$ cat src/rtl/cmac_feeder_if.sv
`default_nettype none
// ============================================================================
//  Module   : cmac_feeder_if
//  Purpose  : Pair stream from the CMAC feeder to the FP16 MAC stage.
//             Carries {data, weight, last} under a valid/ready handshake.
//  Revision : 1.0 - initial release
// ============================================================================
interface cmac_feeder_if #(
   parameter int DW = 16
);
   logic [DW-1:0] out_data;
   logic [DW-1:0] out_weight;
   logic          out_last;
   logic          out_valid;
   logic          out_ready;

   // Feeder side: drives the pair, observes backpressure
   modport master (
      output out_data,
      output out_weight,
      output out_last,
      output out_valid,
      input  out_ready
   );

   // MAC side: consumes the pair, drives backpressure
   modport slave (
      input  out_data,
      input  out_weight,
      input  out_last,
      input  out_valid,
      output out_ready
   );
endinterface
`default_nettype wire

$ cat src/rtl/cmac_feeder.sv
`default_nettype none
// ============================================================================
//  Module   : cmac_feeder
//  Purpose  : Walks KLEN consecutive data/weight buffer addresses on start and
//             streams aligned {data, weight} pairs to the FP16 MAC, marking
//             the final pair of each kernel window. A 2-entry skid FIFO with
//             a fall-through path absorbs the 1-cycle RAM read latency and
//             downstream backpressure.
//  Options  : CMAC_FEEDER_ZERO_SKIP_EN - drop pairs with a +-0 operand
//             (except the final pair) and count them on skipped_cnt_o.
//  Revision : 1.0 - initial release
// ============================================================================
module cmac_feeder #(
   parameter int DW = 16,
   parameter int AW = 12,
   parameter int LW = 16
) (
   input  wire logic          clk,
   input  wire logic          rst,
   input  wire logic          start_i,
   input  wire logic [LW-1:0] klen_i,
   input  wire logic [AW-1:0] data_base_i,
   input  wire logic [AW-1:0] weight_base_i,
   output logic      [AW-1:0] data_addr_o,
   output logic               data_rd_o,
   input  wire logic [DW-1:0] data_rdata_i,
   output logic      [AW-1:0] weight_addr_o,
   output logic               weight_rd_o,
   input  wire logic [DW-1:0] weight_rdata_i,
   cmac_feeder_if.master      mac_o,
   output logic               busy_o,
   output logic               done_o
`ifdef CMAC_FEEDER_ZERO_SKIP_EN
   ,
   output logic      [LW-1:0] skipped_cnt_o
`endif
);

   // FIFO entry layout: {last, weight, data}
   localparam int c_EW = 2 * DW + 1;

   localparam logic [1:0] c_IDLE  = 2'd0;
   localparam logic [1:0] c_FETCH = 2'd1;
   localparam logic [1:0] c_DRAIN = 2'd2;
   localparam logic [1:0] c_DONE  = 2'd3;

   // ------------------------------------------------------------------------
   // State
   // ------------------------------------------------------------------------
   logic [1:0]      state_q, state_d;
   logic [LW-1:0]   klen_q, klen_d;
   logic [LW-1:0]   idx_q, idx_d;
   logic [AW-1:0]   daddr_q, daddr_d;
   logic [AW-1:0]   waddr_q, waddr_d;
   logic            inflight_q, inflight_d;
   logic            inflight_last_q, inflight_last_d;

   logic [1:0]      cnt_q, cnt_d;
   logic            wr_ptr_q, wr_ptr_d;
   logic            rd_ptr_q, rd_ptr_d;
   logic [c_EW-1:0] mem_q [2];

   // ------------------------------------------------------------------------
   // Combinational nets
   // ------------------------------------------------------------------------
   logic            w_start;
   logic [2:0]      w_occ;
   logic            w_rd;
   logic            w_rd_last;
   logic [c_EW-1:0] w_ret_entry;
   logic            w_drop;
   logic            w_ret_valid;
   logic            w_empty;
   logic [c_EW-1:0] w_head;
   logic            w_out_valid;
   logic            w_xfer;
   logic            w_pop;
   logic            w_push;
   logic            w_last_xfer;

   // A start is only honoured from IDLE; anything else is dropped on the floor
   assign w_start = start_i && (state_q == c_IDLE);

   // Occupancy plus the read whose data lands next cycle. Holding this under
   // two guarantees every returning word finds a free FIFO slot, so the RAM
   // side never has to stall or retry.
   assign w_occ     = {1'b0, cnt_q} + {2'b00, inflight_q};
   assign w_rd      = (state_q == c_FETCH) && (w_occ < 3'd2);
   assign w_rd_last = (idx_q == (klen_q - LW'(1)));

   assign data_addr_o   = daddr_q;
   assign weight_addr_o = waddr_q;
   assign data_rd_o     = w_rd;
   assign weight_rd_o   = w_rd;

   // Word returning from the RAMs this cycle (issued last cycle)
   assign w_ret_entry = {inflight_last_q, weight_rdata_i, data_rdata_i};

`ifdef CMAC_FEEDER_ZERO_SKIP_EN
   logic          w_zero_pair;
   logic [LW-1:0] skipped_cnt_q;

   // Sign bit ignored so both +0 and -0 count as zero; the final pair is
   // always kept so the window still terminates with out_last and done.
   assign w_zero_pair   = (data_rdata_i[DW-2:0] == '0) || (weight_rdata_i[DW-2:0] == '0);
   assign w_drop        = inflight_q && !inflight_last_q && w_zero_pair;
   assign skipped_cnt_o = skipped_cnt_q;

   // Dropped-pair counter, restarted with every accepted window
   always_ff @(posedge clk or posedge rst) begin
      if (rst) begin
         skipped_cnt_q <= '0;
      end else if (w_start) begin
         skipped_cnt_q <= '0;
      end else if (w_drop) begin
         skipped_cnt_q <= skipped_cnt_q + LW'(1);
      end
   end
`else
   assign w_drop = 1'b0;
`endif

   assign w_ret_valid = inflight_q && !w_drop;
   assign w_empty     = (cnt_q == 2'd0);

   // Fall-through: with the FIFO empty the returning word is presented
   // directly, which gives the 2-cycle start-to-valid latency. When nothing
   // is available the outputs are forced to zero rather than showing stale
   // RAM data.
   assign w_head      = w_empty ? (w_ret_valid ? w_ret_entry : '0) : mem_q[rd_ptr_q];
   assign w_out_valid = !w_empty || w_ret_valid;
   assign w_xfer      = w_out_valid && mac_o.out_ready;
   assign w_pop       = w_xfer && !w_empty;
   // A bypassed word consumed this cycle is never stored; a stalled bypass
   // word is captured so it stays on the outputs unchanged next cycle.
   assign w_push      = w_ret_valid && !(w_empty && mac_o.out_ready);
   assign w_last_xfer = w_xfer && w_head[c_EW-1];

   assign mac_o.out_data   = w_head[DW-1:0];
   assign mac_o.out_weight = w_head[2*DW-1:DW];
   assign mac_o.out_last   = w_head[c_EW-1];
   assign mac_o.out_valid  = w_out_valid;

   assign busy_o = (state_q == c_FETCH) || (state_q == c_DRAIN);
   assign done_o = (state_q == c_DONE);

   // Window sequencing: fetch until the last read is issued, then drain
   // until the last pair has left, then a single done cycle
   always_comb begin
      state_d = state_q;
      case (state_q)
         c_IDLE: begin
            if (w_start) begin
               state_d = (klen_i != '0) ? c_FETCH : c_DONE;
            end
         end
         c_FETCH: begin
            if (w_rd && w_rd_last) begin
               state_d = c_DRAIN;
            end
         end
         c_DRAIN: begin
            if (w_last_xfer || (w_empty && !inflight_q)) begin
               state_d = c_DONE;
            end
         end
         c_DONE: begin
            state_d = c_IDLE;
         end
         default: begin
            state_d = c_IDLE;
         end
      endcase
   end

   // Address/index walk: load the window on start, advance on each read
   always_comb begin
      klen_d          = klen_q;
      idx_d           = idx_q;
      daddr_d         = daddr_q;
      waddr_d         = waddr_q;
      inflight_d      = w_rd;
      inflight_last_d = w_rd && w_rd_last;
      if (w_start) begin
         klen_d  = klen_i;
         idx_d   = '0;
         daddr_d = data_base_i;
         waddr_d = weight_base_i;
      end else if (w_rd) begin
         idx_d   = idx_q + LW'(1);
         daddr_d = daddr_q + AW'(1);
         waddr_d = waddr_q + AW'(1);
      end
   end

   // Skip FIFO pointer and occupancy bookkeeping
   always_comb begin
      cnt_d    = cnt_q + {1'b0, w_push} - {1'b0, w_pop};
      wr_ptr_d = wr_ptr_q ^ w_push;
      rd_ptr_d = rd_ptr_q ^ w_pop;
   end

   // Control and walk registers; reset aborts the window and forgets any read
   always_ff @(posedge clk or posedge rst) begin
      if (rst) begin
         state_q         <= c_IDLE;
         klen_q          <= '0;
         idx_q           <= '0;
         daddr_q         <= '0;
         waddr_q         <= '0;
         inflight_q      <= 1'b0;
         inflight_last_q <= 1'b0;
      end else begin
         state_q         <= state_d;
         klen_q          <= klen_d;
         idx_q           <= idx_d;
         daddr_q         <= daddr_d;
         waddr_q         <= waddr_d;
         inflight_q      <= inflight_d;
         inflight_last_q <= inflight_last_d;
      end
   end

   // Skid FIFO storage and pointers; reset flushes every entry
   always_ff @(posedge clk or posedge rst) begin
      if (rst) begin
         cnt_q    <= 2'd0;
         wr_ptr_q <= 1'b0;
         rd_ptr_q <= 1'b0;
         mem_q[0] <= '0;
         mem_q[1] <= '0;
      end else begin
         cnt_q    <= cnt_d;
         wr_ptr_q <= wr_ptr_d;
         rd_ptr_q <= rd_ptr_d;
         if (w_push) begin
            mem_q[wr_ptr_q] <= w_ret_entry;
         end
      end
   end

endmodule
`default_nettype wire

$ cat src/flat_wrapper.sv
// flat-port wrapper written by rule: the top's interface ports become plain ports
module cmac_feeder_flat 
#(
   parameter int DW = 16,
   parameter int AW = 12,
   parameter int LW = 16
)
  (clk, rst, start_i, klen_i, data_base_i, weight_base_i, data_addr_o, data_rd_o, data_rdata_i, weight_addr_o, weight_rd_o, weight_rdata_i, busy_o, done_o, mac_o_out_data, mac_o_out_weight, mac_o_out_last, mac_o_out_valid, mac_o_out_ready);
  cmac_feeder_if #(.DW(DW)) mac_o_i ();
  input  wire logic clk;
  input  wire logic rst;
  input  wire logic start_i;
  input  wire logic [LW-1:0] klen_i;
  input  wire logic [AW-1:0] data_base_i;
  input  wire logic [AW-1:0] weight_base_i;
  output logic      [AW-1:0] data_addr_o;
  output logic data_rd_o;
  input  wire logic [DW-1:0] data_rdata_i;
  output logic      [AW-1:0] weight_addr_o;
  output logic weight_rd_o;
  input  wire logic [DW-1:0] weight_rdata_i;
  output logic busy_o;
  output logic done_o;
  output wire logic [$bits(mac_o_i.out_data)-1:0] mac_o_out_data;
  output wire logic [$bits(mac_o_i.out_weight)-1:0] mac_o_out_weight;
  output wire logic [$bits(mac_o_i.out_last)-1:0] mac_o_out_last;
  output wire logic [$bits(mac_o_i.out_valid)-1:0] mac_o_out_valid;
  input wire logic [$bits(mac_o_i.out_ready)-1:0] mac_o_out_ready;
  assign mac_o_out_data = mac_o_i.out_data;
  assign mac_o_out_weight = mac_o_i.out_weight;
  assign mac_o_out_last = mac_o_i.out_last;
  assign mac_o_out_valid = mac_o_i.out_valid;
  assign mac_o_i.out_ready = mac_o_out_ready;
  cmac_feeder #(.DW(DW), .AW(AW), .LW(LW)) u_core (.clk(clk), .rst(rst), .start_i(start_i), .klen_i(klen_i), .data_base_i(data_base_i), .weight_base_i(weight_base_i), .data_addr_o(data_addr_o), .data_rd_o(data_rd_o), .data_rdata_i(data_rdata_i), .weight_addr_o(weight_addr_o), .weight_rd_o(weight_rd_o), .weight_rdata_i(weight_rdata_i), .mac_o(mac_o_i), .busy_o(busy_o), .done_o(done_o));
endmodule
$ cat config.mk
export PLATFORM = sky130hd
export DESIGN_NAME = cmac_feeder_flat
export DESIGN_NICKNAME = d
export VERILOG_FILES = /design/src/rtl/cmac_feeder_if.sv /design/src/rtl/cmac_feeder.sv /design/src/flat_wrapper.sv
export SDC_FILE = /design/constraint.sdc
export NUM_CORES = 1
export LEC_CHECK = 0
export ABC_AREA = 1
export CAP_MARGIN = 20
export CORE_ASPECT_RATIO = 1.25
export CORE_MARGIN = 1
export CORE_UTILIZATION = 47
export DETAILED_ROUTE_END_ITERATION = 7
export GPL_ROUTABILITY_DRIVEN = 0
export PLACE_DENSITY = 0.79
export SLEW_MARGIN = 20
export SYNTH_ARGS = -nofsm -noshare
export SYNTH_HDL_FRONTEND = slang
export SYNTH_SLANG_ARGS = --single-unit
$ cat constraint.sdc
create_clock -name clk -period 4.19 [get_ports clk]
set_input_delay 1.0475 -clock clk [delete_from_list [all_inputs] [get_ports clk]]
set_output_delay 1.0475 -clock clk [all_outputs]
set_load 0.1 [all_outputs]
==> metrics list, run 1 <==
- The flow ran to the end, but the final reports show violations.
* Violated checks: design-rule violations
- The library cell used most frequently in the layout, excluding fill and tap cells, is sky130_fd_sc_hd__nor2_1.
* Slew @ Worst Pin: 1.01 ns
- Unrepaired setup endpoints after global routing: no
- Entering global routing, the biggest net connects 131 pins.
* Endpoint, Worst Hold: u_core.idx_q[15]
* Area growth from synthesis to layout: 33.9%
- The final critical path takes up 82.2% of the cycle.
- The synthesized design contains 130 register bits.
- Across every metal layer, demand over resource in global routing totals 23.2%.
* Count of standard-cell rows: 49
- Endpoint kind of the worst setup timing path: primary output
- In this run the top signal layer used is met4.
* Post-layout min period: 3.45 ns
* Arr. time, crit path: 2.40 ns
- Summed over all nets, the half-perimeter wirelength after detailed placement is 12000 um.
* Ratio of cells with drive above 1 in the final layout: 10.4%
- Ports: 138
- Instance count of the mapped netlist: 933
* Reg2Reg Depth: 10
- Detailed route wirelength on metal3: 690 um
- The number of antenna diodes in the final layout is 0.
* Met2 wire len: 8980 um
- When the netlist entered floorplanning its net count stood at 1022.
- In this run the mean area of a mapped cell was 7.57 um2.
- Yosys mapped a number of flops with a built-in enable equal to 0.
- Clock transition at the registers of the reported paths: 0.06 ns
* # Post-CTS Setup Buffers: 0
- Initial detailed-routing violation count: 493
- Maximum net fanout on the critical path: 21
- Final setup violation count: 0
- Worst Setup Path Type: register to primary output
- Share of async-settable or async-resettable flops after synthesis: 100%
* Std-Cell Core Area: 0.0145 mm2
* Count of buffers from port buffering: 137
* Data required time at the worst endpoint: 3.14 ns
* Die Area: 0.0155 mm2
- On the final layout, the worst hold slack is 0.500 ns.
- Total area of sequential cells: 0.00325 mm2
- Slowest cell on the critical path: sky130_fd_sc_hd__nand3_2
* Worst Setup Slack, final: 0.744 ns
* Global route total overflow: 0
- The tightest min-delay check is of the register to register type.
* Fmax: 290 MHz
* Vias in the first global route: 6209
- Starting utilization of the core area: 48.6%
* Pre-CTS setup slack: 1.07 ns
* Post-CTS resize count: 0
* Hold_sp: u_core.idx_q[15]
- Number of different library cells in the post-synthesis netlist: 43
* Chip Height: 139 um
- Maximum level of the CTS H-tree: 4
- After detailed routing, the total wire length is 17400 um.
- Clock tree synthesis found a total of 130 sinks.
* Clock root buffer: sky130_fd_sc_hd__clkbuf_16
* Maximum buffer depth of the clock tree: 2
- After synthesis, flip-flops and latches occupy 46.1% of the total area.
* Number of buffers created by CTS: 17
- Number of antenna violations at the first check in global routing: 0
- After detailed routing, the number of remaining DRC violations is 14.
* Vias after detailed routing: 6455
- Headroom to the max-slew limit came out at 32.4%.
- Final count of pins violating max slew: 0
- The library cells used most frequently in the layout, excluding fill and tap cells, are 172 x sky130_fd_sc_hd__nor2_1, 140 x sky130_fd_sc_hd__nand2_1, 130 x sky130_fd_sc_hd__dfrtp_1.
- Drt pass-1 iters: 7
- For this run, the number of Yosys warnings is 0.
* Clk_lat worst skew: 0.41 ns
* Cts-stage hold buffer count: 0
- Critical path launch point type: register
- Counting instances, the worst hold path has a depth of 1.
- Total Negative Setup Slacks: 0 ns
- The worst register-to-register path begins at u_core.state_q[1].
- Slack of the worst reg-to-reg path: 1.47 ns
* Worst Skew: 0.0121 ns
* Area of the multi-input gates: 0.00318 mm2
* Cell-by-cell listing of the critical path: inv_1 -> ha_1 -> nand3_2 -> inv_2 -> buf_4
- The final count of hold timing violations came to 0.
- # Max-Cap Violations: 0
* Floorplan die width: 112 um
* Global-route wire length before repair: 29300 um
* Highest cell delay on the worst timing path: 0.46 ns
* Routed via count divided by cell count: 5.17
- Final routed wire length divided by cell count: 13.9 um
- For this run, the post-layout net count is 1146.
- Among all flip-flop cells after synthesis, the most frequent one is sky130_fd_sc_hd__dfrtp_1.
- Wire length the detailed router placed on met1: 7520 um
- Final antenna-violating net count: 0
- In this run the critical register-to-register path is captured at u_core.weight_addr_o[5].
- Once layout is complete, the utilization of the core stands at 65.0%.
* Cell area after synthesis: 0.00706 mm2
- Number of fill cells in the layout: 1225
* Clock tree from TritonCTS: built
-- routing by layer --
metal | global-route usage, % | vias to the layer above
li1 | - | 3296
met1 | 28.9 | 2988
met2 | 41.1 | 155
met3 | 3.98 | 16
met4 | 7.18 | 0
met5 | 0 | -
-- registers in the layout (all words and copies together), names as in the netlist --
register,cells
u_core.weight_addr_o,12
u_core.cnt_q,2
u_core.state_q,2
u_core.data_addr_o,12
u_core.mem_q,66
u_core.klen_q,16
u_core.inflight_last_q,1
u_core.inflight_q,1
u_core.rd_ptr_q,1
u_core.idx_q,16
u_core.wr_ptr_q,1
-- worst max path at each step --
| stage | endpoint | slack (ns) | cells after the start | startpoint |
|---|---|---|---|---|
| 6_report | weight_rd_o | 0.74 | 5 | u_core.state_q[1] |
| 5_1_grt | weight_rd_o | 0.59 | 5 | u_core.state_q[1] |
| 4_1_cts | weight_rd_o | 0.70 | 5 | u_core.state_q[1] |
| 3_5_place_dp | mac_o_out_weight[7] | 1.07 | 4 | weight_rdata_i[7] |
| 3_3_place_gp | mac_o_out_weight[5] | 1.06 | 4 | weight_rdata_i[5] |
| 2_1_floorplan | mac_o_out_weight[11] | 0.57 | 2 | weight_rdata_i[11] |
-- final cells by class --
type	count	area share, %
sequential	130	34.4
multi-input combinational	642	33.7
clock buffer	18	4.54
timing repair buffer	148	18.8
clock inverter	14	1.54
tap	178	2.36
inverter	118	4.73
-- synthesized netlist by cell type, types with 3 or more instances --
master / n / share of area [%]
sky130_fd_sc_hd__nand3_1: 25 / 1.8
sky130_fd_sc_hd__clkbuf_1: 32 / 1.7
sky130_fd_sc_hd__xor2_1: 9 / 1.1
sky130_fd_sc_hd__inv_2: 6 / 0.32
sky130_fd_sc_hd__nor3_2: 4 / 0.57
sky130_fd_sc_hd__a31oi_1: 3 / 0.27
sky130_fd_sc_hd__nand2_2: 4 / 0.35
sky130_fd_sc_hd__nand3b_1: 4 / 0.43
sky130_fd_sc_hd__buf_1: 6 / 0.32
sky130_fd_sc_hd__ha_1: 13 / 2.3
sky130_fd_sc_hd__o21ai_0: 85 / 6.0
sky130_fd_sc_hd__nor2_2: 7 / 0.62
sky130_fd_sc_hd__xnor2_1: 7 / 0.87
sky130_fd_sc_hd__a21oi_1: 94 / 6.7
sky130_fd_sc_hd__o22ai_1: 33 / 2.9
sky130_fd_sc_hd__nor3_1: 9 / 0.64
sky130_fd_sc_hd__nand4_1: 5 / 0.44
sky130_fd_sc_hd__nor2_1: 172 / 9.1
sky130_fd_sc_hd__a22oi_1: 5 / 0.53
sky130_fd_sc_hd__o211ai_1: 4 / 0.43
sky130_fd_sc_hd__nand3_2: 3 / 0.43
sky130_fd_sc_hd__inv_1: 111 / 5.9
sky130_fd_sc_hd__dfrtp_1: 130 / 46
sky130_fd_sc_hd__nand2_1: 140 / 7.4
-- kinds of logic (layout without fill, tap and decap cells) --
| kind of cell | Yosys count | count (layout) | synth area share (%) |
|---|---|---|---|
| adders and majority gates | 13 | 13 | 2.30 |
| and+or+nand+nor | 382 | 382 | 23.0 |
| xor gates and xnor gates | 16 | 16 | 1.99 |
| buffers and inverters | 161 | 298 | 8.93 |
| AOI/OAI and AO/OA | 230 | 230 | 17.5 |
| muxes | 1 | 1 | 0.160 |
| DFF | 130 | 130 | 46.1 |
-- per-stage QoR --
step                      std cells  area, um2
after floorplan                 933       7060
after global placement         1216       8880
after detailed placement       1216       8880
after CTS                      1248       9450
after global routing           1248       9450
final                          1248       9450
-- worst max-delay path: cells and delay by family (launching register included) --
family | cells | cell delay, ns
DFF | 1 | 0.41
buffers and inverters | 3 | 0.90
and+or+nand+nor | 1 | 0.46
adders and majority gates | 1 | 0.22
Power of run 1 is not shown: default switching activity piles up to over one toggle a cycle in this logic, so the estimate is an artifact.
==> run 2: changes to the inputs <==
--- a/config.mk
+++ b/config.mk
@@ -9,10 +9,10 @@
 export CAP_MARGIN = 20
 export CORE_ASPECT_RATIO = 1.25
 export CORE_MARGIN = 1
-export CORE_UTILIZATION = 47
+export CORE_UTILIZATION = 52
 export DETAILED_ROUTE_END_ITERATION = 7
 export GPL_ROUTABILITY_DRIVEN = 0
-export PLACE_DENSITY = 0.79
+export PLACE_DENSITY = 0.83
 export SLEW_MARGIN = 20
 export SYNTH_ARGS = -nofsm -noshare
 export SYNTH_HDL_FRONTEND = slang
==> constraint.sdc (replaced) <==
create_clock -name clk -period 3.29 [get_ports clk]
set_input_delay 0.8225 -clock clk [delete_from_list [all_inputs] [get_ports clk]]
set_output_delay 0.8225 -clock clk [all_outputs]
set_load 0.1 [all_outputs]
==> run 2 against run 1 <==
The flow now finishes without violations. Clock-buffer cell count stayed put. Routed wire length is 0.19% lower. Hold slack worse by 0.019 ns. Die area is 9.5% lower. Critical path depth is 2 higher. First-iteration DRC count is 14% lower. Non-clock buffer count is 2 higher. Critical path type unchanged. Final cell count is 0.48% lower. Flip-flop and latch count stayed put. Clock skew is 0.0023 ns lower.
==> metrics list, run 2 (synthesis gave the netlist of run 1 again) <==
- Status: completed
* Global-route wire length before repair: 29100 um
- Endpoints failing hold: 0
* Highest cell delay on the worst timing path: 0.39 ns
- Ports: 138
* Area of placed instances: 0.00889 mm2
* Met2 wire len: 9070 um
- Detailed routing inserted a total of 6610 vias.
* Data required time at the worst endpoint: 2.47 ns
- Clock tree synthesis selected as its root buffer the cell sky130_fd_sc_hd__clkbuf_16.
- The via count of the first global-routing pass was 6333.
- Buffers added to address setup during post-CTS repair amount to 0.
- Final routed wire length divided by cell count: 14.0 um
* Final antenna-violating net count: 0
- After clock tree synthesis, the flow added hold-fix buffers numbering 0.
- Clk_lat worst skew: 0.41 ns
* Unrepaired setup endpoints after global routing: no
- Commonest non-fill, non-tap cell in the layout: sky130_fd_sc_hd__nor2_1
- Clock tree synthesis inserted a total of 17 buffers.
- After detailed routing, the number of remaining DRC violations is 0.
* Cell-by-cell listing of the critical path: inv_2 -> nand2_1 -> nor2_1 -> inv_1 -> buf_8 -> o22ai_1 -> buf_12
* Fraction of the core area covered by cells at the end of the flow: 72.3%
- Endpoint kind of the worst setup timing path: primary output
- Number of antenna violations at the first check in global routing: 0
* Worst Setup Path Type: register to primary output
- In this run the tightest slew margin relative to its limit is 52.0%.
- Summing all multi-input logic gate instances after layout gives 0.00318 mm2.
- Ant diodes: 0
* Nets@finish: 1148
- Tightest Hold Check Type: register to register
- Setup violations remaining at the end of the flow were counted as 0.
* Die Area: 0.0140 mm2
- In the layout the commonest cells are 172 x sky130_fd_sc_hd__nor2_1, 140 x sky130_fd_sc_hd__nand2_1, 130 x sky130_fd_sc_hd__dfrtp_1.
* Arr. time, crit path: 2.05 ns
- Detailed placement finished with a half-perimeter wire length of 11800 um.
* Highest routed layer: met4
- The tool flagged a number of max-cap violations equal to 0.
- Across every metal layer, demand over resource in global routing totals 25.7%.
- Clock-pin slew was measured on the worst setup and hold paths at 0.06 ns.
- The clock passes through at most 2 buffers.
- Compared with the post-synthesis result, the final layout area differs by 35.5%.
* Post-route cell area: 0.00957 mm2
- The worst path in the final design needs a cycle of 2.87 ns, including I/O delays and setup.
- Dividing the detail-routed via count by the number of cells gives 5.32.
- Summing all flip-flop and latch instances after layout gives 0.00325 mm2.
* Drt pass-1 iters: 5
- The register with the most flip-flops in the layout has 66 of them.
* Maximum level of the CTS H-tree: 4
* Number of fill cells in the layout: 1022
- Clock tree from TritonCTS: built
- The clock arrives with 0.00983 ns of skew.
- Slowest cell on the critical path: sky130_fd_sc_hd__dfrtp_1
* Filler-free cell count of the finished design: 1242
- Wire length the detailed router placed on met1: 7260 um
- Summed over all layers, the global routing overflow is 0.
- For this design, the sink count on the clock tree is 130.
- The floorplan has 47 rows.
- In the final layout, the share of cells above drive strength 1 is 12.9%.
- For this configuration, the core starts out at a cell density of 53.4%.
- Including well taps, the total number of placed cells is 1210.
- Largest net degree at the start of global routing: 131
* Share of the cycle needed by the critical path after routing: 87.3%
* Std-Cell Core Area: 0.0132 mm2
- Detailed-route wire length: 17300 um
- Final count of pins violating max slew: 0
- Input and output buffers added on the ports amount to 137.
- Total Negative Setup Slacks: 0 ns
- Chip Height: 132 um
- Counting flops per register, the top entry is u_core.mem_q.
* Critical path launch point type: register
* Maximum net fanout on the critical path: 25
- Derived from the worst setup path, the maximum achievable clock frequency is 348 MHz.
* Post-CTS resize count: 0
- Initial detailed-routing violation count: 423
- Detailed route wirelength on metal3: 728 um
* Floorplan die width: 106 um
- At the pin with the least slew margin, the transition time is 0.719 ns.
* Largest registers: u_core.mem_q: 66 flops, u_core.idx_q: 16 flops, u_core.klen_q: 16 flops
[run 2: changes by cell type in the layout (fill, tap and decap cells not counted)]
cell	previous run	this run
sky130_fd_sc_hd__buf_12	33	39
sky130_fd_sc_hd__inv_8	2	1
sky130_fd_sc_hd__clkinvlp_4	4	1
sky130_fd_sc_hd__buf_8	0	1
sky130_fd_sc_hd__clkbuf_8	0	1
sky130_fd_sc_hd__clkbuf_1	1	0
sky130_fd_sc_hd__clkdlybuf4s50_1	100	75
sky130_fd_sc_hd__bufinv_16	1	5
sky130_fd_sc_hd__buf_4	15	35
sky130_fd_sc_hd__clkinv_4	3	2
[run 2: metal layers]
layer	global-route usage, %	vias up
met5	0	-
met4	8.87	0
met3	4.60	26
met2	45.7	187
met1	31.1	3112
li1	-	3285
[run 2: worst paths after layout]
path / from / to / slack [ns] / cells past startpoint
setup reg to reg: u_core.cnt_q[1] / u_core.mem_q[17] / 1.07 / 9
max in group asynchronous: rst / u_core.klen_q[5] / 1.79 / 3
hold / removal: u_core.idx_q[15] / u_core.idx_q[15] / 0.48 / 1
hold reg to reg: u_core.idx_q[15] / u_core.idx_q[15] / 0.48 / 1
setup / recovery: u_core.cnt_q[1] / mac_o_out_weight[11] / 0.42 / 7
min in group asynchronous: rst / u_core.mem_q[4] / 0.92 / 3
[run 2: final cells by class]
cell class	count	area share, %
Clock buffer	18	4.59
Clock inverter	13	2.33
Inverter	118	4.67
Multi-Input combinational cell	642	33.3
Sequential cell	130	34.0
Tap cell	171	2.24
Timing Repair Buffer	150	18.9
[run 2: worst max-delay path, delay by kind of cell (launching register included)]
kind | cells | cell delay, ns
buffers and inverters | 4 | 0.73
flip-flops | 1 | 0.39
AO/OA/AOI/OAI | 1 | 0.29
AND/OR/NAND/NOR | 2 | 0.22
[run 2: stage by stage]
step	setup slack (ns)	hold WS, ns
3_5_place_dp	0.540	0.477
2_1_floorplan	-0.0176	0.452
4_1_cts	0.105	0.483
3_3_place_gp	0.605	0.469
5_1_grt	0.299	0.528
6_report	0.419	0.481
Power of run 2 is left out for the same reason.
